==> src/rtl/sine_envelope_shaper.sv <==
// ADSR envelope applied to a signed 16-bit sine stream; envelope steps on a divided tick.
// Sample path has 1 clock of latency; no backpressure, one sample is accepted every clock.
module sine_envelope_shaper #(
  parameter int TICK_DIV = 16,
  parameter int TICK_W   = 16
) (
  input  logic        clk_1mhz,
  input  logic        reset,
  input  logic [15:0] sample_in,
  input  logic        gate,
  input  logic [15:0] attack_inc,
  input  logic [15:0] decay_dec,
  input  logic [15:0] sustain_lvl,
  input  logic [15:0] release_dec,
  output logic [15:0] sample_out,
  output logic [15:0] env_out,
  output logic [2:0]  state_out,
  output logic        busy
);

  typedef enum logic [2:0] {
    IDLE    = 3'd0,
    ATTACK  = 3'd1,
    DECAY   = 3'd2,
    SUSTAIN = 3'd3,
    RELEASE = 3'd4
  } env_state_t;

  env_state_t        state, state_nxt;
  logic [15:0]       env, env_nxt;
  logic [TICK_W-1:0] tick_cnt;
  logic              tick;
  logic              gate_q;
  logic              rise;
  logic              busy_q;

  logic [16:0]        atk_sum;
  logic [16:0]        dcy_thr;
  logic signed [32:0] prod;
  logic               unused_prod_bits;

  assign tick = (tick_cnt == TICK_W'(TICK_DIV - 1));
  assign rise = gate & ~gate_q;

  always_ff @(posedge clk_1mhz) begin
    if (reset) begin
      tick_cnt <= '0;
      gate_q   <= 1'b0;
    end else begin
      gate_q   <= gate;
      tick_cnt <= tick ? '0 : tick_cnt + TICK_W'(1);
    end
  end

  assign atk_sum = {1'b0, env} + {1'b0, attack_inc};
  assign dcy_thr = {1'b0, sustain_lvl} + {1'b0, decay_dec};

  // Gate edges win over the tick, and the envelope holds in those cycles.
  always_comb begin
    state_nxt = state;
    env_nxt   = env;
    if (rise) begin
      state_nxt = ATTACK;
    end else if (!gate && (state == ATTACK || state == DECAY || state == SUSTAIN)) begin
      state_nxt = RELEASE;
    end else if (tick) begin
      case (state)
        ATTACK: begin
          if (atk_sum >= 17'h0FFFF) begin
            env_nxt   = 16'hFFFF;
            state_nxt = DECAY;
          end else begin
            env_nxt = atk_sum[15:0];
          end
        end
        DECAY: begin
          if ({1'b0, env} <= dcy_thr) begin
            env_nxt   = sustain_lvl;
            state_nxt = SUSTAIN;
          end else begin
            env_nxt = env - decay_dec;
          end
        end
        SUSTAIN: env_nxt = sustain_lvl;
        RELEASE: begin
          if (env <= release_dec) begin
            env_nxt   = 16'h0000;
            state_nxt = IDLE;
          end else begin
            env_nxt = env - release_dec;
          end
        end
        default: env_nxt = 16'h0000;
      endcase
    end
  end

  always_ff @(posedge clk_1mhz) begin
    if (reset) begin
      state  <= IDLE;
      env    <= 16'h0000;
      busy_q <= 1'b0;
    end else begin
      state  <= state_nxt;
      env    <= env_nxt;
      busy_q <= (state_nxt != IDLE);
    end
  end

  // env < 2^16, so product >>> 16 always fits in 16 signed bits.
  assign prod             = $signed(sample_in) * $signed({1'b0, env});
  assign unused_prod_bits = ^{prod[32], prod[15:0]};

  always_ff @(posedge clk_1mhz) begin
    if (reset) begin
      sample_out <= 16'h0000;
    end else begin
      sample_out <= prod[31:16];
    end
  end

  assign env_out   = env;
  assign state_out = state;
  assign busy      = busy_q;

endmodule
==> config.mk <==
export PLATFORM = sky130hd
export DESIGN_NAME = sine_envelope_shaper
export DESIGN_NICKNAME = d
export VERILOG_FILES = /design/src/rtl/sine_envelope_shaper.sv
export SDC_FILE = /design/constraint.sdc
export NUM_CORES = 1
export LEC_CHECK = 0
export ABC_AREA = 1
export BUFFER_PORTS_ARGS = -buffer_cell sky130_fd_sc_hd__buf_4
export CORE_ASPECT_RATIO = 0.9
export CORE_MARGIN = 1
export CORE_UTILIZATION = 50
export CTS_CLUSTER_SIZE = 28
export DETAILED_ROUTE_END_ITERATION = 10
export GPL_TIMING_DRIVEN = 0
export PLACE_DENSITY = 0.71
export SLEW_MARGIN = 40
export SYNTH_ARGS = -nofsm -noshare
export SYNTH_HDL_FRONTEND = slang
export SYNTH_SLANG_ARGS = --single-unit
==> constraint.sdc <==
create_clock -name clk_1mhz -period 6.1 [get_ports clk_1mhz]
set_input_delay 0.61 -clock clk_1mhz [delete_from_list [all_inputs] [get_ports clk_1mhz]]
set_output_delay 0.61 -clock clk_1mhz [all_outputs]
set_load 0.01 [all_outputs]
== Word-level counts from Yosys, hierarchy flattened ==
Index checks and enable logic that the tools add are counted.

* Register bits: 53
* Latch bits: 0
* Memories kept: 0
* Input port bits: 83
* Memory bits (writable): 0
* Memory bits (read-only): 0

* Multiply operators: 1
* Add/sub/neg operators: 5
* Bitwise gates (word level): 4
* Reduce and logical (&&, ||, !) cells: 7
* $lt $le $gt $ge: 3
* Shift operators: 0
* Multiplexer cells: 11
* Equal/unequal tests: 5
* Divide/modulo/power cells: 0

{| class="wikitable"
|+ Operators by type and width
! cell !! count
|-
| 16-bit case mux with 4 select lines || 1
|-
| 16-bit two-way mux || 3
|-
| 16-bit by 16-bit adder with 17-bit output || 2
|-
| 16-bit by 17-bit multiplier with 32-bit output || 1
|-
| 16-bit subtractor || 2
|-
| 3-bit two-way mux || 6
|-
| 17-bit by 16-bit >= comparator with 1-bit output (second input constant) || 1
|-
| 16-bit by 17-bit less-or-equal comparator with 1-bit output || 1
|-
| 16-bit by 1-bit adder with 16-bit output (second input constant) || 1
|-
| 16-bit by 4-bit equality test with 1-bit output (second input constant) || 1
|-
| 16-bit less-or-equal comparator || 1
|-
| 3-bit case mux with 3 select lines || 1
|-
| 3-bit by 2-bit equality test with 1-bit output (second input constant) || 2
|-
| 3-bit by 1-bit equality test with 1-bit output (second input constant) || 1
|-
| 3-bit equality test (second input constant) || 1
|-
| 1-bit inverter || 3
|-
| 3-bit AND reduction || 1
|-
| 3-bit nonzero test || 1
|-
| 1-bit logical OR || 2
|-
| 2-bit OR reduction || 1
|-
| 1-bit bitwise AND || 1
|-
| 1-bit logical AND || 1
|-
| 1-bit zero test || 1
|}

== Longest topological paths before layout ==
Gate-level depths: netlist of the first run.

* Depth in word-level cells: 8
* Gate-level depth with buffers: 27
* Gate-level depth less buffers: 26

== Worst setup path after synthesis of the first run ==
Ideal clock, no wire load.

* Path kind: input-to-reg
* From: input sample_in[2]
* To: register sample_out[9]
* Arrival time: 5.672 ns
* Required time: 5.987 ns
* Setup time: 0.113 ns
* Slack: 0.315 ns
* Stages: 25
* Path through: clkbuf_1 > clkbuf_1 > nand2_1 > fa_1 > fa_1 > fa_1 > inv_1 > fa_1 > fa_1 > inv_1 > fa_1 > inv_1 > ha_1 > a21oi_1 > o21ai_0 > a21oi_1 > o21ai_0 > nand2_1 > nand2_1 > a21boi_0 > inv_1 > a21oi_1 > nand2_1 > nand2_1 > nor2_1

* Cells in the longest elaborated chain, start to end: 1

{| class="wikitable"
|+ Ends and longest elaborated chain
! element !! line !! text
|-
| from (decl) || 9 || <nowiki>input logic [15:0] sample_in,</nowiki>
|-
| 16-bit by 17-bit multiplier with 32-bit output || 111 || <nowiki>assign prod = $signed(sample_in) * $signed({1'b0, env});</nowiki>
|-
| to (signal assigned) || 118 || <nowiki>sample_out <= prod[31:16];</nowiki>
|-
| to (decl) || 15 || <nowiki>output logic [15:0] sample_out,</nowiki>
|}

Every way passes these cells.
A chain may end at the register's enable or synchronous reset.

== Final worst setup path of the first run ==
* From: register env[7] (netlist: env_out[7])
* To: register sample_out[11]

* Cells in the longest elaborated chain, start to end: 1

{| class="wikitable"
|+ Ends and longest elaborated chain
! element !! line !! text
|-
| from (decl) || 30 || <nowiki>logic [15:0] env, env_nxt;</nowiki>
|-
| from (signal assigned) || 105 || <nowiki>env <= env_nxt;</nowiki>
|-
| 16-bit by 17-bit multiplier with 32-bit output || 111 ||
|}

Every way passes these cells.

==> results of run 1 <==
[layout make-up]
type | instances | area [sq um] | area share (%)
Inverter | 533 | 2000 | 11.8
Buffer | 56 | 410 | 2.42
Multi-Input combinational cell | 1564 | 11900 | 70.1
Sequential cell | 53 | 1110 | 6.55
Clock inverter | 3 | 25.0 | 0.147
Timing Repair Buffer | 119 | 893 | 5.26
Clock buffer | 5 | 125 | 0.737
Tap cell | 403 | 504 | 2.97
[flip-flops by register name (all words and copies together), names as in the netlist]
| signal | count |
|---|---|
| tick_cnt | 16 |
| state_out | 3 |
| gate_q | 1 |
| sample_out | 16 |
| busy | 1 |
| env_out | 16 |
[synth_stat cells (all sizes together) (4+ instances only)]
cell type	number	area share, %
a21boi	5	0.25
a21o	7	0.34
a21oi	141	5.0
a31oi	11	0.45
buf	14	0.66
clkbuf	59	1.5
dfxtp	53	6.9
fa	197	26
ha	194	16
inv	532	13
nand2	579	14
nand3	95	3.3
nand3b	6	0.32
nand4	27	1.1
nor2	123	3.0
nor3	26	0.88
nor4	5	0.20
o21a	4	0.20
o21ai	51	1.7
o21bai	7	0.34
or2	13	0.55
xnor2	16	0.92
xor2	37	2.2
[path summary, 6_finish.rpt]
| kind | from | endpoint |
|---|---|---|
| hold / removal | tick_cnt[0] | tick_cnt[0] |
| hold reg to reg | tick_cnt[0] | tick_cnt[0] |
| setup / recovery | env_out[7] | sample_out[11] |
| setup reg to reg | env_out[7] | sample_out[11] |
[power by group through the flow]
| stage | registers, mW | logic [mW] | clock network (mW) |
|---|---|---|---|
| global placement | 0.368 | 0.396 | 0 |
| floorplan | 0.371 | 0.252 | 0 |
| finish | 0.354 | 0.412 | 0.303 |
| global route | 0.355 | 0.460 | 0.321 |
| detailed placement | 0.368 | 0.401 | 0 |
| CTS | 0.357 | 0.406 | 0.311 |
[layout by cell type (no fill, tap or decap), types with 4 or more instances in the layout]
cell type | Yosys | final
nand4_1 | 27 | 27
ha_1 | 194 | 194
nand3_2 | 7 | 7
nor3_1 | 25 | 25
o21bai_1 | 7 | 7
nand3_1 | 88 | 88
nand3b_1 | 5 | 5
a21oi_1 | 129 | 127
xor2_1 | 36 | 36
nor4_1 | 5 | 5
a21boi_0 | 5 | 5
a31oi_1 | 11 | 8
xnor2_1 | 16 | 16
a21oi_2 | 11 | 13
fa_1 | 197 | 197
or2_2 | 11 | 11
a21o_1 | 7 | 7
o21ai_0 | 48 | 46
o21a_1 | 4 | 4
o21ai_1 | 3 | 4
inv_1 | 531 | 531
nor2_1 | 122 | 122
clkbuf_8 | 0 | 6
buf_6 | 4 | 5
nand2_1 | 575 | 574
buf_4 | 3 | 127
dfxtp_4 | 0 | 13
clkbuf_16 | 0 | 5
clkbuf_2 | 0 | 17
buf_2 | 6 | 7
nand2_2 | 4 | 5
dfxtp_1 | 53 | 38
clkbuf_4 | 0 | 10
[per-stage QoR]
step | power [mW] | TNS (ns) | hold WS [ns] | util (%) | worst slack, ns
after floorplan | 0.623 | 0 | 0.418 | - | 0.315
after global placement | 0.764 | -11.26 | 0.434 | 55.3 | -1.00
after detailed placement | 0.769 | -11.69 | 0.458 | 55.3 | -1.03
after CTS | 1.07 | 0 | 0.477 | 56.2 | 0.000258
after global routing | 1.14 | -0.00209 | 0.515 | 56.7 | -0.00209
final | 1.07 | 0 | 0.462 | 56.7 | 0.242
[critical path: stages, from the launching register on]
cell and delay (ns):
dfxtp_4 0.55, buf_6 0.23, nand2_1 0.09, fa_1 0.53, inv_1 0.08, fa_1 0.50, inv_1 0.06, fa_1 0.54
inv_1 0.06, fa_1 0.48, fa_1 0.52, inv_1 0.05, fa_1 0.48, inv_1 0.04, ha_1 0.32, a21oi_1 0.21
inv_1 0.09, o21ai_0 0.23, nand2_1 0.10, a211oi_2 0.23, nand2_1 0.10, xor2_1 0.15, inv_1 0.06, nor2_1 0.09
[cell families after synthesis]
| group | after synthesis | share of synthesized area (%) |
|---|---|---|
| compound gates | 244 | 9.14 |
| xor+xnor | 53 | 3.09 |
| fa+ha+maj | 391 | 41.7 |
| buf+inv | 607 | 15.3 |
| flops | 53 | 6.95 |
| simple gates | 876 | 23.8 |
[metal layers]
layer | vias up | share of wire [%] | track usage [%]
met1 | 6844 | 44 | 43.7
met4 | 0 | 2.4 | 7.84
met5 | - | 0 | 0
met2 | 566 | 45 | 50.6
li1 | 6991 | - | -
met3 | 66 | 8.3 | 4.89
[what timing repair did]
| action | in CTS | in global routing |
|---|---|---|
| hold buffers | 0 | 0 |
| buffers inserted | 0 | 15 |
| gates resized for setup | 87 | 71 |
| setup endpoints to repair | 16 | 15 |
| pin swaps | 0 | 1 |
==> metrics, run 1 <==
vias in the first global route=14,400; post-route cell area=17,000 sq um; leakage=10.1 nW; Synth Flop Type=dfxtp_1; I/O pin cnt=119; status=complete, no violations; TritonCTS clock tree=built; worst-case clock buffer depth=2; post-layout minimum cycle time=5.86 ns; Post-synth EDFFs=0; flops & latches, synth=53; Slew @ Worst Pin=0.673 ns; GR Overflow Total=0; Clock Skews=0.00735 ns; Cell Pwr Density=63.0 nW/um^2; global-route usage over all layers=a little under a third; initial antenna violation count=0; Worst VDD drop=0.103 mV; fin nets=2,806; Via Count=14,500; latest clock arrival within the worst-skew pair=0.31 ns; number of max-cap violations=0; Hold Path Depth=1; post-synthesis sequential area ratio=under 10%; Initial Util=51.0%; final hold violations=0; Die H=between 150 and 200 um; Tcrit/Tclk final=96.0%; Slew HR=55.1%; DRC viols=0; largest net degree at the start of global routing=19; mapped cell area=15,300 sq um; layout cells sized above 1=10.4%; post-route ant nets=0; DP Wirelength=39,900 um; sw frac=38.2%; Synth async-reset ratio=0%; Mapped Avg Cell Area=approximately 6.9 sq um; placed insts=2,731; CP max FO=13; WL/cell=between 15 and 20 um; Site Rows=60; first-pass GRT wire length=75,800 um; Horiz. Die Dim=186 um; worst path required time=6.35 ns; critical path type=register to register; internal power=0.661 mW; Netlist cell types=50; clock sinks=53; YS warnings=0; Core Footprint=approximately 30,000 sq um; H-tree depth=2; drt initial violations=1,080; final setup violation count=0; clk slew on worst S/H paths=0.08 ns; Syn Nets=2,698; Hold Path Class=register to register; fin. max-slew vios=0; r2r setup slk=0.24 ns; area grow syn2layout=11.2%; Routability Congestion=about 0.98; Final Instance Count excl. Fillers=2,736; CP Data Arrival Time=6.11 ns; PortBufs=roughly 100; Post-Route WL=46,800 um; Clk pwr share=28.4%; fmax=between 150 and 200 MHz; vias per inst=about 5.3; ant diodes=0; Placed Area=16,600 sq um; Post-Syn Instances=2,224; First-pass DRT Iterations=5; sequential share of power=33.1%; Sw Pwr=just over 0.4 mW; Root Driver=clkbuf_16; CP endpoint kind=register; startpoint types=register; r2r worst-path depth=23; Num CTS Buffers=5; die area=31,200 sq um; # fillers=2,946; part of the power in combinational logic=between 30% and 40%
Power figures use the tool's default switching activity.
==> run 2, diff against run 1 <==
--- a/config.mk
+++ b/config.mk
@@ -7,7 +7,6 @@
 export LEC_CHECK = 0
 export ABC_AREA = 1
 export BUFFER_PORTS_ARGS = -buffer_cell sky130_fd_sc_hd__buf_4
-export CORE_ASPECT_RATIO = 0.9
 export CORE_MARGIN = 1
 export CORE_UTILIZATION = 50
 export CTS_CLUSTER_SIZE = 28
==> metrics, run 2 (synthesis results as in run 1) <==
fin. max-slew vios=0 (unchanged); Final Instance Count excl. Fillers=2,723 (was 2,736); post-route cell area=17,000 sq um (about the same); worst-case clock buffer depth=2 (unchanged); met2 WL=21,400 um (was 21,200 um); PortBufs=104 (unchanged); commonest non-fill, non-tap cell in the layout=nand2_1 (unchanged); r2r setup slk=0.19 ns (was 0.24 ns); Root Driver=clkbuf_16 (unchanged); latest clock arrival within the worst-skew pair=0.32 ns (was 0.31 ns); CTS Hold Buffers Added=0 (unchanged); Die H=177 um (was 168 um); Design Power=1.08 mW (was 1.07 mW); Num CTS Buffers=5 (unchanged); cell family with most CP delay=adder cells (unchanged); critical path type=register to register (unchanged); most frequent cells in the layout=575 x nand2_1, 531 x inv_1, 196 x fa_1 (was 574 x nand2_1, 531 x inv_1, 197 x fa_1); area of the multi-input gates=11,900 sq um (about the same); Finished Core Util=56.8% (was 56.7%); HP Start=tick_cnt[0] (unchanged); Placed Area=16,500 sq um (was 16,600 sq um); First-pass DRT Iterations=6 (was 5); DR WL met3=2770 um (was 3870 um); CP max FO=10 (was 13); GR Overflow Total=0 (unchanged); post-layout minimum cycle time=5.91 ns (was 5.86 ns); Via Count=14,400 (was 14,500); vias per inst=5.28 (was 5.29); register area=1100 sq um (was 1110 sq um); fin nets=2,806 (unchanged); RSZ-0062 raised after global routing=true; # fillers=2,893 (was 2,946); initial antenna violation count=0 (unchanged); Routability Congestion=1.01 (was 0.979); ant diodes=0 (unchanged); worst path required time=6.32 ns (was 6.35 ns); clock sinks=53 (unchanged); Clock Skews=0.0140 ns (was 0.00735 ns); final setup violation count=0 (unchanged); WL/cell=16.4 um (was 17.1 um); startpoint types=register (unchanged); RR Startpoint=env_out[6] (was env_out[7]); Cell Pwr Density=63.9 nW/um^2 (was 63.0 nW/um^2); I/O pin cnt=119 (unchanged); Tcrit/Tclk final=96.8% (was 96.0%); Core Footprint=29,900 sq um (was 30,000 sq um); leakage=10.1 nW (about the same); layout cells sized above 1=10.6% (was 10.4%); placed insts=2,718 (was 2,731); TritonCTS clock tree=built (unchanged); vias in the first global route=14,400 (about the same); Buf+Inv Stages, Crit Path=9 (was 8); Slew HR=54.7% (was 55.1%); CP Data Arrival Time=6.12 ns (was 6.11 ns); final hold violations=0 (unchanged); M1 wire length=18,100 um (was 20,600 um); Worst VDD drop=0.0985 mV (was 0.103 mV); number of max-cap violations=0 (unchanged); Horiz. Die Dim=177 um (was 186 um); fmax=169 MHz (was 171 MHz); CP Launch Point=env_out[6] (was env_out[7]); die area=31,200 sq um (about the same); drt initial violations=917 (was 1,080); CP max stage cell=fa_1 (was dfxtp_4); Initial Util=51.1% (was 51.0%); area grow syn2layout=11.1% (was 11.2%); post-route ant nets=0 (unchanged); status=complete, no violations (unchanged); DP Wirelength=38,500 um (was 39,900 um); first-pass GRT wire length=72,900 um (was 75,800 um); DRC viols=0 (unchanged); Slew @ Worst Pin=0.674 ns (was 0.673 ns); DR top layer=met4 (unchanged); Site Rows=63 (was 60); clk slew on worst S/H paths=0.09 ns (was 0.08 ns); H-tree depth=2 (unchanged); largest net degree at the start of global routing=19 (unchanged); setup tns final=0 ns (unchanged); Hold Path Class=register to register (unchanged); Worst path most repeated cell=inv_1 (unchanged); Worst path max stage delay=0.54 ns (was 0.55 ns); Post-Route WL=44,700 um (was 46,800 um); global-route usage over all layers=29.8% (was 31.3%); CP endpoint kind=register (unchanged)
run 2: cell types whose count changed in the layout (fill, tap and decap cells not counted), moves of 2 or more:
| cell | delta |
|---|---|
| a21oi_1 | -3 |
| a21oi_2 | +3 |
| a221oi_1 | -2 |
| a221oi_2 | +2 |
| buf_4 | -9 |
| clkbuf_2 | +5 |
| clkbuf_4 | +2 |
| dfxtp_2 | +4 |
| dfxtp_4 | -4 |
run 2: worst register-to-register path, cell delays in order, from the launching register on:
cell	delay, ns
dfxtp_4	0.43
clkbuf_4	0.22
buf_4	0.21
nand2_1	0.09
fa_1	0.51
inv_1	0.05
fa_1	0.50
inv_1	0.05
fa_1	0.55
inv_1	0.07
fa_1	0.49
fa_1	0.51
inv_1	0.05
fa_1	0.49
inv_1	0.05
ha_1	0.31
a21oi_1	0.20
inv_1	0.10
a31oi_2	0.18
nand2_1	0.12
a21boi_0	0.19
inv_1	0.11
a21oi_2	0.17
nand2_1	0.07
nand2_1	0.06
nor2_1	0.04
run 2: power by group:
part / internal, mW / leakage, nW / switching (mW)
Clock: 0.156 / 0.0680 / 0.162
Combinational: 0.156 / 9.60 / 0.255
Sequential: 0.351 / 0.443 / 0.00425
run 2: path summary, 6_finish.rpt:
check                       end  cells past startpoint
setup / recovery  sample_out[9]                     25
setup reg to reg  sample_out[9]                     25
hold reg to reg     tick_cnt[0]                      1
hold / removal      tick_cnt[0]                      1
run 2: routing by layer:
metal,track usage [%],up-vias
met5,0,-
met2,51.6,543
met1,37.6,6716
met4,13.4,0
li1,-,7003
met3,2.73,125
run 2: timing repair:
item | CTS | global route
endpoints found under the hold margin | 0 | 0
setup buffers | 0 | 4
endpoints found under the setup margin | 16 | 16
resized for setup | 78 | 80
run 2: layout make-up:
| cell class | count | area share (%) |
|---|---|---|
| tap | 390 | 2.88 |
| clock inverter | 3 | 0.155 |
| multi-input combinational | 1564 | 70.4 |
| inverter | 533 | 11.8 |
| clock buffer | 5 | 0.738 |
| buffer | 67 | 2.77 |
| sequential | 53 | 6.50 |
| timing repair buffer | 108 | 4.78 |
run 2: metrics by stage:
| step | setup slack (ns) | hold WS [ns] |
|---|---|---|
| floorplan | 0.315 | 0.418 |
| global placement | -0.908 | 0.433 |
| finish | 0.194 | 0.454 |
| CTS | 0.0124 | 0.460 |
| global route | -0.0301 | 0.478 |
| detailed placement | -0.928 | 0.446 |
